`src/rtl/grayscale_seq_pkg.sv`:
```
// Shared types and size helpers for the grayscale frame sequencer.
// Holds the FSM state enum, grant bundle and NUM_PIX/NUM_BINS derivation.
package grayscale_seq_pkg;

  typedef enum logic [2:0] {
    IDLE,
    CLEAR,
    STREAM,
    DRAIN,
    DONE
  } seq_state_t;

  typedef struct packed {
    logic valid;
    logic idx;
  } grant_t;

  function automatic int num_pix(int w, int h);
    return w * h;
  endfunction

  function automatic int num_bins(int w, int h, int bw, int bh);
    return (w / bw) * (h / bh);
  endfunction

  function automatic int idx_width(int n);
    return (n > 1) ? $clog2(n) : 1;
  endfunction

endpackage

```
`src/rtl/grayscale_frame_sequencer_arbiter.sv`:
```
// frame_rr_arbiter: two-requester round-robin for frame ownership.
// Ports: clock, reset, en (sequencer idle), req[1:0], gnt {valid, idx}.
module frame_rr_arbiter
  import grayscale_seq_pkg::*;
(
  input  logic       clock,
  input  logic       reset,
  input  logic       en,
  input  logic [1:0] req,
  output grant_t     gnt
);

  // prio names the source that wins a tie; it flips to
  // the other source each time a grant is issued.
  logic prio;

  always_comb begin
    gnt = '0;
    if (en) begin
      if (req[prio]) begin
        gnt.valid = 1'b1;
        gnt.idx   = prio;
      end else if (req[~prio]) begin
        gnt.valid = 1'b1;
        gnt.idx   = ~prio;
      end
    end
  end

  always_ff @(posedge clock or posedge reset) begin
    if (reset)
      prio <= 1'b0;
    else if (gnt.valid)
      prio <= ~gnt.idx;
  end

endmodule

```
`src/rtl/grayscale_frame_sequencer.sv`:
```
// Grayscale frame sequencer: grants one of two sources per frame, streams
// its pixels to a downsampler and retimes the bin results with raster index.
// Ports: clock/reset, src_req/gnt/valid/data0/data1, ds_reset, ds_in_*,
// ds_out_*, bin_valid/data/index/src, frame_done/src, busy.
// Optional GRAYSCALE_FRAME_SEQUENCER_TIMEOUT_EN adds a DRAIN watchdog
// and the sticky timeout_err output.
module grayscale_frame_sequencer
  import grayscale_seq_pkg::*;
#(
  parameter int data_width   = 8,
  parameter int image_width  = 320,
  parameter int image_height = 240,
  parameter int bin_width    = 8,
  parameter int bin_height   = 8
) (
  input  logic                  clock,
  input  logic                  reset,
  input  logic [1:0]            src_req,
  output logic [1:0]            src_gnt,
  input  logic [1:0]            src_valid,
  input  logic [data_width-1:0] src_data0,
  input  logic [data_width-1:0] src_data1,
  output logic                  ds_reset,
  output logic                  ds_in_valid,
  output logic [data_width-1:0] ds_in_data,
  input  logic                  ds_out_valid,
  input  logic [data_width-1:0] ds_out_data,
  output logic                  bin_valid,
  output logic [data_width-1:0] bin_data,
  output logic [idx_width(num_bins(image_width, image_height,
                 bin_width, bin_height))-1:0] bin_index,
  output logic                  bin_src,
  output logic                  frame_done,
  output logic                  frame_src,
`ifdef GRAYSCALE_FRAME_SEQUENCER_TIMEOUT_EN
  output logic                  timeout_err,
`endif
  output logic                  busy
);

  localparam int NPIX = num_pix(image_width, image_height);
  localparam int NBIN = num_bins(image_width, image_height,
                                 bin_width, bin_height);
  localparam int IW   = idx_width(NBIN);
  localparam int PCW  = $clog2(NPIX + 1);
  localparam int BCW  = $clog2(NBIN + 1);

  seq_state_t            state, state_n;
  grant_t                arb;
  logic                  gsrc;
  logic [PCW-1:0]        pix_cnt;
  logic [BCW-1:0]        bin_cnt;
  logic                  accept;
  logic                  last_pix;
  logic                  bins_full;
  logic                  bin_take;
  logic                  timeout_hit;
  logic [data_width-1:0] pix_data;

  frame_rr_arbiter u_arb (
    .clock (clock),
    .reset (reset),
    .en    (state == IDLE),
    .req   (src_req),
    .gnt   (arb)
  );

  assign pix_data  = gsrc ? src_data1 : src_data0;
  assign accept    = (state == STREAM) && src_valid[gsrc]
                     && (pix_cnt < PCW'(NPIX));
  assign last_pix  = accept && (pix_cnt == PCW'(NPIX - 1));
  assign bins_full = (bin_cnt == BCW'(NBIN));
  assign bin_take  = ((state == STREAM) || (state == DRAIN))
                     && ds_out_valid && !bins_full;

`ifdef GRAYSCALE_FRAME_SEQUENCER_TIMEOUT_EN
  logic [15:0] wdog;

  // wdog holds the idle DRAIN cycles before the current one, so firing
  // at 65533 lands DONE 65535 cycles after the last bin.
  assign timeout_hit = (state == DRAIN) && !ds_out_valid
                       && (wdog == 16'hFFFD);

  always_ff @(posedge clock or posedge reset) begin
    if (reset) begin
      wdog        <= '0;
      timeout_err <= 1'b0;
    end else begin
      if ((state == DRAIN) && !ds_out_valid)
        wdog <= wdog + 16'd1;
      else
        wdog <= '0;
      if (timeout_hit)
        timeout_err <= 1'b1;
    end
  end
`else
  assign timeout_hit = 1'b0;
`endif

  always_ff @(posedge clock or posedge reset) begin
    if (reset)
      state <= IDLE;
    else
      state <= state_n;
  end

  always_comb begin
    state_n = state;
    unique case (state)
      IDLE:    if (arb.valid) state_n = CLEAR;
      CLEAR:   state_n = STREAM;
      STREAM:  if (last_pix) state_n = DRAIN;
      DRAIN:   if (bins_full || timeout_hit) state_n = DONE;
      DONE:    state_n = IDLE;
      default: state_n = IDLE;
    endcase
  end

  always_ff @(posedge clock or posedge reset) begin
    if (reset) begin
      gsrc        <= 1'b0;
      pix_cnt     <= '0;
      bin_cnt     <= '0;
      ds_in_valid <= 1'b0;
      ds_in_data  <= '0;
      bin_valid   <= 1'b0;
      bin_data    <= '0;
      bin_index   <= '0;
      bin_src     <= 1'b0;
    end else begin
      if ((state == IDLE) && arb.valid)
        gsrc <= arb.idx;
      if (state == CLEAR) begin
        pix_cnt <= '0;
        bin_cnt <= '0;
      end else begin
        if (accept)
          pix_cnt <= pix_cnt + PCW'(1);
        if (bin_take)
          bin_cnt <= bin_cnt + BCW'(1);
      end
      ds_in_valid <= accept;
      if (accept)
        ds_in_data <= pix_data;
      bin_valid <= bin_take;
      if (bin_take) begin
        bin_data  <= ds_out_data;
        bin_index <= bin_cnt[IW-1:0];
      end
      bin_src <= gsrc;
    end
  end

  assign src_gnt    = (state == IDLE) ? 2'b00 : {gsrc, ~gsrc};
  assign ds_reset   = reset | (state == CLEAR);
  assign frame_done = (state == DONE);
  assign frame_src  = frame_done & gsrc;
  assign busy       = (state != IDLE);

endmodule

```
`config.mk`:
```
export PLATFORM = sky130hd
export DESIGN_NAME = grayscale_frame_sequencer
export DESIGN_NICKNAME = d
export VERILOG_FILES = /design/src/rtl/grayscale_seq_pkg.sv /design/src/rtl/grayscale_frame_sequencer_arbiter.sv /design/src/rtl/grayscale_frame_sequencer.sv
export SDC_FILE = /design/constraint.sdc
export NUM_CORES = 1
export LEC_CHECK = 0
export BUFFER_PORTS_ARGS = -buffer_cell sky130_fd_sc_hd__buf_2
export CORE_ASPECT_RATIO = 1.5
export CORE_UTILIZATION = 50
export CTS_CLUSTER_DIAMETER = 120
export DETAILED_ROUTE_END_ITERATION = 10
export HOLD_SLACK_MARGIN = 0.06
export PLACE_DENSITY = 0.71
export RECOVER_POWER = 50
export REMOVE_ABC_BUFFERS = 1
export SETUP_SLACK_MARGIN = 0.3
export SYNTH_ARGS = -nofsm -noshare
export SYNTH_HDL_FRONTEND = slang
export SYNTH_HIERARCHICAL = 1
export SYNTH_SLANG_ARGS = --single-unit
```
`constraint.sdc`:
```
create_clock -name clock -period 2.6 [get_ports clock]
set_input_delay 0.26 -clock clock [delete_from_list [all_inputs] [get_ports clock]]
set_output_delay 0.26 -clock clock [all_outputs]
set_load 0.05 [all_outputs]
```
# Word level (Yosys, flattened, before mapping)
# Index checks and enable logic that the tools add are counted.
# totals
register_bits	63
in_bits	31
output_inout_bits	36
elab_cells	63
# classes
n_addsub	2
magnitude_cmp	4
eq_ne	9
n_mux	19
bitwise	5
n_reduce_logical	13
# ops
cell	count
17-bit 2-to-1 mux	2
11-bit 2-to-1 mux	2
17-bit by 1-bit adder with 17-bit output (second input constant)	1
17-bit == test (second input constant)	1
17-bit < comparator (second input constant)	1
3-bit case mux with 4 select lines	1
11-bit by 1-bit adder with 11-bit output (second input constant)	1
11-bit == test (second input constant)	1
3-bit 2-to-1 mux	3
2-bit 2-to-1 mux	4
8-bit 2-to-1 mux	1
3-bit by 2-bit == test with 1-bit output (second input constant)	2
1-bit logical AND	6
1-bit by 2-bit < comparator with 1-bit output (second input constant)	3
1-bit 2-to-1 mux	6
2-bit != test (second input constant)	3
2-bit nonzero test	2
3-bit by 1-bit == test with 1-bit output (second input constant)	1
3-bit == test (second input constant)	1
3-bit logical NOT	1
1-bit NOT	3
3-bit AND reduction	1
3-bit nonzero test	1
1-bit AND	1
other kinds (3)	3

# Depth between registers and ports, before layout
# Gate-level depths: netlist of run 1.
# logic_depth
ltp_word	8
mapped_depth	8
depth_no_buf	7

# Cells and area by module
# Netlist of run 1, hierarchy kept.
# modules_own_cells
module	instances	cells_per_inst	area_each_um2	seq_area_each_um2
grayscale_frame_sequencer	1	277	2931.6	1551.5
frame_rr_arbiter	1	8	60.1	25.0

# Least setup slack after synthesis of run 1
# OpenSTA, ideal clock, no wires.
# synth_path
path_kind	input-to-output
startpoint	input reset
endpoint	output ds_reset
arrival_time_ns	2.327
t_required_ns	2.340
setup_slack_ns	0.013
stages	2
n_path_buf	0
cell_sequence	inv_1 nand2_1
# synth_between
elab_chain_len	1
# synth_lines
element	line_no	rtl
from (decl)	grayscale_frame_sequencer.sv:17	input logic reset,
1-bit bitwise OR	grayscale_frame_sequencer.sv:156	assign ds_reset = reset | (state == CLEAR);
to (decl)	grayscale_frame_sequencer.sv:23	output logic ds_reset,
# Every way passes these cells.

# Worst setup path after layout of run 1
# layout_path
startpoint	register gsrc
endpoint	output frame_src
# layout_between
elab_chain_len	1
# layout_lines
element	line_no	rtl
from (decl)	grayscale_frame_sequencer.sv:50	logic gsrc;
from (signal assigned)	grayscale_frame_sequencer.sv:133	gsrc <= arb.idx;
1-bit AND	grayscale_frame_sequencer.sv:158	assign frame_src = frame_done & gsrc;
to (decl)	grayscale_frame_sequencer.sv:34	output logic frame_src,
# Every way passes these cells.

==> out/results.txt, run 1 <==
status: completed
RSZ-0062 raised after global routing: false
Worst-path clk slew: 70 ps
vias in the first global route: 2418
via count: 2434
most frequent cell after synthesis: dfrtp_1
Placeable Area: 5790 um^2
sequential power share: 47.4%
DR pass1 iterations: 5
final hold viol count: 0
Pwr Density: 771 nW/um^2
EDFF count, synth: 0
clock latency on the worst-skew pair: 340 ps
internal cell power: 1.73 mW
crit path DAT: 1840 ps
Overflow after GRT: 0
first-pass GRT wire length: 10600 um
pre-CTS setup slack: 251 ps
grt met1 use: 24.8%
register area share after synthesis: 52.7%
startpoint types: register
crit path max-delay cell type: clkbuf_1
number of CTS-inserted buffers: 9
Worst Path Required: 2340 ps
CTS tree: built
Starting Density: 51.7%
Post-Synthesis Cells: 285
Port Buf Inserts: 66
CTS max path bufs: 2
YS warnings: 6
total power: 2.74 mW
fin worst setup slack: 497 ps
Vias/cell: 5.61
starting DRC count in detailed routing: 130
layout cells sized above 1: 22.7%
CP Class: register to output port
worst hold-check path type: input port to register
drt total wl: 6310 um
Worst Clk Skew: 10.3 ps
P_leak: 1.59 nW
NumNets Final: 392
final core utilization: 61.5%
DPL Wire Length: 4320 um
Clock power frac: 26.4%
Yosys reg bits: 63
Async SR Flop Fraction: 100%
setup violators final: 0
most used routing layer: met2
clk sinks: 63
worst path cell trace: clkbuf_1 > and3_1 > buf_2
max_slew headroom: 1.21%
Gate power share: 26.2%
area grow syn2layout: 18.9%
Root Driver: clkbuf_8
Inserted Diodes: 0
Post-synth top flop: dfrtp_1
highest clock rate: 476 MHz
largest net degree at the start of global routing: 63
Peak VDD IR: 0.476 mV
IO Count: 67
top cell type by total area after synthesis: dfrtp_1
DR WL/cell: 14.5 um
Switching Fraction: 37.0%
Post-Synthesis Cell Area: 2990 um^2
Worst Tran Pin Value: 1480 ps
top-area cell type share of the netlist area: 52.7%
Setup TNS: 0 ps
syn avg cell area: 10.5 um^2
die area: 6300 um^2
drc violations: 0
largest stage delay on the critical path: 610 ps
top cells by count, synth: dfrtp_1, nand2_1, mux2_2, mux2i_1, o21ai_0
Final Max Tran Viols: 0
M2 GR Usage: 38.5%
Reg2Reg Depth: 6
Die Height: 96.7 um
net switching power: 1.01 mW
Core Rows: 34
Worst Hold Path Cells: 2
min Tclk post-route: 2100 ps
htree depth: 3
CP max FO: 13
initial antenna violation count: 0
crit share post-route: 80.9%
Max Cap Violations: 0
Synth area leaders: dfrtp_1, mux2_2, mux2i_1, nand2_1, o21ai_0
Total GRT Usage: 22.1%
antenna-violating nets left: 0
synth unique cells: 39
die width: 65.2 um
Setup crit end kind: output port
grt met3 use: 4.72%
GPL Wtd Cong: 0.861
==> path summary, 6_finish.rpt <==
check,from,end,slack [ps]
max in group asynchronous,reset,pix_cnt[11]$_DFFE_PP0P_,700
worst min-delay path,ds_out_data[1],bin_data[1]$_DFFE_PP0P_,150
min in group asynchronous,reset,u_arb/prio$_DFFE_PP0P_,290
worst min register to register,ds_in_data[6]$_DFFE_PP0P_,ds_in_data[6]$_DFFE_PP0P_,480
worst max register to register,bin_cnt[0]$_DFFE_PP0P_,bin_index[2]$_DFFE_PP0P_,520
worst max-delay path,gsrc$_DFFE_PP0P_,frame_src,500
==> cell families (layout without fill, tap and decap cells) <==
| logic type | count (synthesis) | after routing | synth area share (%) |
|---|---|---|---|
| multiplexers | 37 | 37 | 13.2 |
| adder cells (fa/ha/maj) | 3 | 3 | 1.25 |
| buffers and inverters | 23 | 100 | 3.18 |
| AND/OR/NAND/NOR | 108 | 108 | 19.3 |
| XOR/XNOR | 4 | 4 | 1.17 |
| AO/OA/AOI/OAI | 47 | 47 | 9.24 |
| flip-flops | 63 | 63 | 52.7 |
==> placed cells by master (no fill, tap or decap), types with 3 or more instances in the layout <==
master / netlist / routed
dfrtp_1: 63 / 63
nand2_1: 37 / 37
buf_2: 7 / 35
clkbuf_1: 5 / 33
mux2_2: 19 / 19
mux2i_1: 18 / 18
o21ai_0: 17 / 17
a21oi_1: 16 / 16
nor2_1: 11 / 11
clkbuf_8: 0 / 10
nand3_1: 8 / 8
inv_1: 9 / 8
nand4_1: 7 / 7
and3_1: 7 / 7
or3_1: 7 / 7
o31ai_1: 6 / 6
or4_1: 6 / 6
buf_4: 0 / 6
nor3_1: 5 / 5
and4_1: 3 / 3
and2_1: 4 / 3
clkinvlp_4: 0 / 3
ha_1: 3 / 3
clkinv_2: 0 / 3
==> metal layers <==
layer | wire [um] | vias up
met5 | 0 | -
met4 | 126 | 0
met3 | 231 | 12
met2 | 3390 | 66
met1 | 2570 | 1185
li1 | - | 1171
==> power by group through the flow <==
stage	registers, mW	clock network (mW)	logic [mW]
6_report	1.30	0.724	0.718
5_1_grt	1.33	0.788	0.792
3_3_place_gp	1.30	0	0.721
4_1_cts	1.30	0.744	0.744
2_1_floorplan	1.53	0	0.298
3_5_place_dp	1.31	0	0.735
==> state kept, by name, indices dropped and copies added (netlist names), 3 cells and up <==
| register | flops |
|---|---|
| bin_cnt | 11 |
| bin_index | 11 |
| pix_cnt | 17 |
| ds_in_data | 8 |
| bin_data | 8 |
| state | 3 |
==> critical path: cells and delay by family (launching register included) <==
| kind | cells | cell delay (ps) |
|---|---|---|
| flops | 1 | 360 |
| simple gates | 1 | 270 |
| buf+inv | 2 | 870 |
==> final cells by class <==
type                    count  area, um^2
inverters                   9        37.5
repair inverters            1        7.51
repair buffers             75         355
multi-input cells         199        1330
flip-flops and latches     63        1580
clock buffers              11         141
well taps                  72        90.1
clock inverters             4        22.5
fillers                   516        2230
==> repair_timing <==
item,4_1_cts,5_1_grt
hold buffers,1,0
buffers inserted,2,0
setup endpoints to repair,18,0
hold endpoints to repair,1,0
resized for setup,2,0
==> through the flow <==
step / hold WS (ps) / instances / instance area (um^2)
4_1_cts: 137 / 434 / 3600
2_1_floorplan: -11.3 / 271 / 2930
3_5_place_dp: 119 / 415 / 3400
5_1_grt: 136 / 434 / 3560
6_report: 152 / 434 / 3560
3_3_place_gp: 113 / 415 / 3400
No activity file was read; power rests on OpenSTA's default activity.
==> run 2, diff against run 1 <==
==> constraint.sdc (replaced) <==
create_clock -name clock -period 1.95 [get_ports clock]
set_input_delay 0.195 -clock clock [delete_from_list [all_inputs] [get_ports clock]]
set_output_delay 0.195 -clock clock [all_outputs]
set_load 0.05 [all_outputs]
==> run 2 against run 1 <==
  * Clock skew is 5.7 ps lower
  * Clock-buffer cell count is 1 lower
  * Worst setup slack worse by 360 ps
  * Critical path depth is 4 higher
  * Worst hold slack worse by 77 ps
  * Core utilization is 11 points higher
  * Non-clock buffer count is 30 higher
  * Critical path type is now register to register
==> out/results.txt, run 2 (synthesized netlist as in run 1, its figures left out) <==
htree depth: 3 (unchanged)
Final Max Tran Viols: 0 (unchanged)
min Tclk post-route: 1810 ps
Die Height: 96.7 um (unchanged)
startpoint types: register (unchanged)
Setup TNS: 0 ps (unchanged)
CTS tree: built (unchanged)
CTS max path bufs: 2 (unchanged)
die width: 65.2 um (unchanged)
DR WL/cell: 15.5 um (was 14.5 um)
layout cells sized above 1: 37.9% (was 22.7%)
vias in the first global route: 2530 (was 2418)
Fillers: 448 (was 516)
crit path max-delay cell type: or4_4 (was clkbuf_1)
final hold viol count: 0 (unchanged)
Placeable Area: 5790 um^2 (unchanged)
IO Count: 67 (unchanged)
Vias/cell: 5.54 (was 5.61)
worst hold-check path type: input port to register (unchanged)
Top reg by flops: pix_cnt (unchanged)
instance area at placement: 3520 um^2 (was 3400 um^2)
Worst Tran Pin Value: 834 ps (was 1480 ps)
worst hold slack: 75.6 ps (was 152 ps)
final core utilization: 72.1% (was 61.5%)
Total GRT Usage: 23.6% (was 22.1%)
die area: 6300 um^2 (unchanged)
CP Class: register to register (was register to output port)
Reg area: 1580 um^2 (about the same)
via count: 2574 (was 2434)
max_slew headroom: 44.4% (was 1.21%)
DR pass1 iterations: 4 (was 5)
drc violations: 0 (unchanged)
Finished Cell Area: 4170 um^2 (was 3560 um^2)
status: completed (unchanged)
most frequent cells in the layout: dfrtp_1, nand2_1, clkbuf_1, buf_2, buf_4 (was dfrtp_1, nand2_1, buf_2, clkbuf_1, mux2_2)
largest net degree at the start of global routing: 63 (unchanged)
Setup crit end kind: register (was output port)
GPL Wtd Cong: 0.889 (was 0.861)
dpl cells: 431 (was 415)
crit share post-route: 92.9%
largest stage delay on the critical path: 510 ps (was 610 ps)
Final Instance Count excl. Fillers: 465 (was 434)
Pwr Density: 952 nW/um^2 (was 771 nW/um^2)
Inserted Diodes: 0 (unchanged)
drt total wl: 7230 um (was 6310 um)
clk sinks: 63 (unchanged)
max reg flops: 17 (unchanged)
RSZ-0062 raised after global routing: true (was false)
Core Rows: 34 (unchanged)
antenna-violating nets left: 0 (unchanged)
Peak VDD IR: 0.703 mV (was 0.476 mV)
Worst Path Required: 2230 ps (was 2340 ps)
Starting Density: 51.7% (unchanged)
setup violators final: 0 (unchanged)
FF-to-FF setup slack: 140 ps (was 520 ps)
Root Driver: clkbuf_8 (unchanged)
Port Buf Inserts: 66 (unchanged)
initial antenna violation count: 0 (unchanged)
CP max FO: 5 (was 13)
first-pass GRT wire length: 11300 um (was 10600 um)
NumNets Final: 422 (was 392)
P_leak: 1.81 nW (was 1.59 nW)
DPL Wire Length: 4430 um (was 4320 um)
commonest non-fill, non-tap cell in the layout: dfrtp_1 (unchanged)
Overflow after GRT: 0 (unchanged)
Worst-path clk slew: 70 ps (about the same)
clock latency on the worst-skew pair: 340 ps (about the same)
Top Registers: pix_cnt (17), bin_cnt (11), bin_index (11) (unchanged)
area of the multi-input gates: 1570 um^2 (was 1330 um^2)
crit path DAT: 2090 ps (was 1840 ps)
Max Cap Violations: 0 (unchanged)
worst path cell trace: inv_2 > ha_4 > nor4bb_4 > a31o_2 > buf_6 > or4_4 > a21oi_2 (was clkbuf_1 > and3_1 > buf_2)
area grow syn2layout: 39.4% (was 18.9%)
starting DRC count in detailed routing: 166 (was 130)
number of CTS-inserted buffers: 9 (unchanged)
highest clock rate: 552 MHz
Worst Clk Skew: 4.63 ps (was 10.3 ps)
run 2: cell count changes in the layout (fill, tap and decap cells not counted), sizes merged:
cell      change
clkinvlp      +2
buf          +29
inv           +1
o2111ai       +1
clkinv        -2
run 2: per-stage QoR:
stage          power (mW)  setup slack [ps]
2_1_floorplan        2.43              -616
4_1_cts              3.91               186
6_report             3.97               138
5_1_grt              4.20              89.8
3_5_place_dp         2.77             -7.49
3_3_place_gp         2.73               141
run 2: layout make-up:
type | instances | area share [%]
Clock buffer | 10 | 3.30
Clock inverter | 6 | 1.11
Inverter | 9 | 0.810
Timing Repair Buffer | 105 | 17.1
Tap cell | 72 | 2.16
Multi-Input combinational cell | 200 | 37.6
Sequential cell | 63 | 37.9
run 2: routing by layer:
layer  vias to the layer above  global-route usage [%]  routed length [um]
met3                         9                    6.13                 288
met2                        65                    41.2                4100
li1                       1241                       -                   -
met4                         0                    10.0                  75
met5                         -                       0                   0
met1                      1259                    26.3                2760
run 2: power by group:
part	leakage [nW]	total, mW	switching (mW)	internal [mW]
sequential	0.803	1.74	0.215	1.53
combinational	0.929	1.20	0.751	0.445
clock	0.0768	1.03	0.536	0.496
total	1.81	3.97	1.50	2.47
run 2: timing repair:
action	4_1_cts	5_1_grt
cloned	2	2
hold buffers	1	0
resized for setup	38	44
setup endpoints to repair	59	50
hold endpoints to repair	1	0
pin swaps	14	14
setup buffers	7	6
run 2: final timing paths:
check,startpoint,end,depth (start not counted)
setup reg to reg,bin_cnt[1]$_DFFE_PP0P_,bin_cnt[7]$_DFFE_PP0P_,7
min in group asynchronous,reset,u_arb/prio$_DFFE_PP0P_,3
setup / recovery,bin_cnt[1]$_DFFE_PP0P_,bin_cnt[7]$_DFFE_PP0P_,7
hold reg to reg,ds_in_data[1]$_DFFE_PP0P_,ds_in_data[1]$_DFFE_PP0P_,2
max in group asynchronous,reset,pix_cnt[2]$_DFFE_PP0P_,4
hold / removal,ds_out_data[6],bin_data[6]$_DFFE_PP0P_,2
run 2: worst max-delay path, delay by kind of cell, from the launching register on:
family | cells | cell delay, ps
compound gates | 2 | 370
fa+ha+maj | 1 | 150
buf+inv | 2 | 190
flops | 1 | 370
simple gates | 2 | 660
==> run 3, diff against run 2 <==
--- a/config.mk
+++ b/config.mk
@@ -7,6 +7,7 @@
 export LEC_CHECK = 0
 export BUFFER_PORTS_ARGS = -buffer_cell sky130_fd_sc_hd__buf_2
 export CORE_ASPECT_RATIO = 1.5
+export CORE_MARGIN = 2
 export CORE_UTILIZATION = 50
 export CTS_CLUSTER_DIAMETER = 120
 export DETAILED_ROUTE_END_ITERATION = 10
==> run 3 against run 2 <==
  * Flip-flop and latch count unchanged
  * Combinational power about the same
  * Register-to-register slack worse by 60 ps
  * Core utilization up 0.087 points
  * Largest cell class unchanged
==> out/results.txt, run 3 (synthesized netlist as in run 1, its figures left out) <==
Die Height: 98.7 um (was 96.7 um)
Core Rows: 34 (unchanged)
Placeable Area: 5790 um^2 (unchanged)
setup violators final: 0 (unchanged)
largest net degree at the start of global routing: 63 (unchanged)
worst r2r dst: bin_index[10]$_DFFE_PP0P_ (was bin_cnt[7]$_DFFE_PP0P_)
end point of the worst hold path: bin_data[0]$_DFFE_PP0P_ (was bin_data[6]$_DFFE_PP0P_)
Worst Tran Pin Value: 818 ps (was 834 ps)
startpoint types: register (unchanged)
vias in the first global route: 2534 (was 2530)
Final Instance Count excl. Fillers: 474 (was 465)
die width: 67.2 um (was 65.2 um)
CTS tree: built (unchanged)
Top reg by flops: pix_cnt (unchanged)
CTS max path bufs: 2 (unchanged)
number of CTS-inserted buffers: 9 (unchanged)
Hold Path Origin: ds_out_data[0] (was ds_out_data[6])
Clock power frac: 27.1% (was 26.0%)
Worst Path Required: 2180 ps (was 2230 ps)
final core utilization: 72.2% (was 72.1%)
first-pass GRT wire length: 11400 um (was 11300 um)
Vias/cell: 5.61 (was 5.54)
Root Driver: clkbuf_8 (unchanged)
P_leak: 1.87 nW (was 1.81 nW)
Pwr Density: 961 nW/um^2 (was 952 nW/um^2)
DPL Wire Length: 4590 um (was 4430 um)
dpl cells: 429 (was 431)
Fillers: 429 (was 448)
Gate power share: 29.8% (was 30.1%)
final hold viol count: 0 (unchanged)
Switching Fraction: 36.8% (was 37.8%)
crit share post-route: 96.1% (was 92.9%)
crit path DAT: 2110 ps (was 2090 ps)
DR WL/cell: 16.5 um (was 15.5 um)
internal cell power: 2.54 mW (was 2.47 mW)
Inserted Diodes: 0 (unchanged)
min Tclk post-route: 1870 ps (was 1810 ps)
Overflow after GRT: 0 (unchanged)
layout cells sized above 1: 37.3% (was 37.9%)
Setup crit end kind: register (unchanged)
starting DRC count in detailed routing: 225 (was 166)
area grow syn2layout: 39.6% (was 39.4%)
Peak VDD IR: 0.780 mV (was 0.703 mV)
Reg2Reg Depth: 6 (was 7)
Port Buf Inserts: 66 (unchanged)
sequential power share: 43.2% (was 43.9%)
worst hold-check path type: input port to register (unchanged)
max reg flops: 17 (unchanged)
Worst Clk Skew: 6.55 ps (was 4.63 ps)
DR pass1 iterations: 4 (unchanged)
highest clock rate: 534 MHz (was 552 MHz)
status: completed (unchanged)
Max Cap Violations: 0 (unchanged)
clock latency on the worst-skew pair: 350 ps (was 340 ps)
initial antenna violation count: 0 (unchanged)
FF-to-FF setup slack: 80 ps (was 140 ps)
NumNets Final: 432 (was 422)
CP Class: register to register (unchanged)
commonest non-fill, non-tap cell in the layout: dfrtp_1 (unchanged)
htree depth: 3 (unchanged)
Starting Density: 51.7% (unchanged)
Top Registers: pix_cnt (17), bin_cnt (11), bin_index (11) (unchanged)
max_slew headroom: 45.5% (was 44.4%)
drt total wl: 7840 um (was 7230 um)
Worst-path clk slew: 70 ps (about the same)
reg2reg start: bin_cnt[3]$_DFFE_PP0P_ (was bin_cnt[1]$_DFFE_PP0P_)
CP max FO: 7 (was 5)
clk sinks: 63 (unchanged)
worst hold slack: 74.2 ps (was 75.6 ps)
most frequent cells in the layout: dfrtp_1, nand2_1, clkbuf_1, buf_4, buf_2 (was dfrtp_1, nand2_1, clkbuf_1, buf_2, buf_4)
die area: 6630 um^2 (was 6300 um^2)
Total GRT Usage: 23.0% (was 23.6%)
antenna-violating nets left: 0 (unchanged)
RSZ-0062 raised after global routing: true (unchanged)
drc violations: 0 (unchanged)
Final Max Tran Viols: 0 (unchanged)
via count: 2660 (was 2574)
GPL Wtd Cong: 0.850 (was 0.889)
IO Count: 67 (unchanged)
net switching power: 1.47 mW (was 1.50 mW)
Worst Hold Path Cells: 2 (unchanged)
run 3: changes by cell type in the layout (fill, tap and decap cells not counted), moves of 4 or more:
cell,previous run,this run
dfrtp_1,59,63
clkinvlp_4,5,1
mux2_2,19,15
mux2_4,0,4
dfrtp_2,4,0
buf_4,23,33
run 3: power groups by stage:
stage	clock, mW	sequential (mW)	combinational, mW
floorplan	0	2.04	0.397
global placement	0	1.72	1.02
detailed placement	0	1.73	1.05
CTS	1.09	1.71	1.12
global route	1.15	1.76	1.29
finish	1.09	1.73	1.19
run 3: cell type report:
| class | instances | area, um^2 | share of cell area [%] |
|---|---|---|---|
| inverter | 9 | 36.3 | 0.869 |
| timing repair buffer | 116 | 797 | 19.1 |
| clock inverter | 4 | 47.5 | 1.14 |
| clock buffer | 11 | 131 | 3.15 |
| tap | 72 | 90.1 | 2.16 |
| sequential | 63 | 1580 | 37.8 |
| multi-input combinational | 199 | 1500 | 35.8 |
run 3: per-stage QoR:
stage               TNS (ps)  area (um^2)  worst slack [ps]  power [mW]
detailed placement         0         3510               112        2.78
global placement           0         3510               144        2.74
floorplan             -12690         2930              -616        2.43
CTS                        0         3960               198        3.93
finish                     0         4180              76.4        4.01
global route               0         4180              44.7        4.21
run 3: metal layers:
layer  track usage [%]  vias to the layer above  wire length (um)  share of wire, %
met5                 0                        -                 0                 0
met4              11.3                        0               323               4.1
met3              4.91                       28               272               3.5
met2              39.8                       73              4330                55
met1              25.9                     1311              2920                37
li1                  -                     1248                 -                 -
run 3: worst max-delay path: stages, from the launching register on:
cell and delay (ps):
dfrtp_1 450, nor4b_1 430, a31o_2 290, buf_6 130, buf_4 100, buf_6 80
mux2_4 280
run 3: how the worst max path moves through the flow:
stage	slack [ps]	cells after the start	to	start
finish	80	6	bin_index[10]$_DFFE_PP0P_	bin_cnt[3]$_DFFE_PP0P_
global route	40	6	bin_index[10]$_DFFE_PP0P_	bin_cnt[3]$_DFFE_PP0P_
CTS	200	7	bin_index[7]$_DFFE_PP0P_	bin_cnt[1]$_DFFE_PP0P_
detailed placement	110	7	bin_cnt[9]$_DFFE_PP0P_	bin_cnt[0]$_DFFE_PP0P_
global placement	140	7	bin_cnt[9]$_DFFE_PP0P_	bin_cnt[0]$_DFFE_PP0P_
floorplan	-620	5	pix_cnt[2]$_DFFE_PP0P_	pix_cnt[14]$_DFFE_PP0P_
run 3: timing repair:
| action | 4_1_cts | 5_1_grt |
|---|---|---|
| endpoints found under the hold margin | 1 | 0 |
| setup endpoints to repair | 55 | 51 |
| cloned | 0 | 4 |
| hold buffers | 1 | 0 |
| resized for setup | 36 | 35 |
| pin swaps | 13 | 20 |
| setup buffers | 17 | 8 |
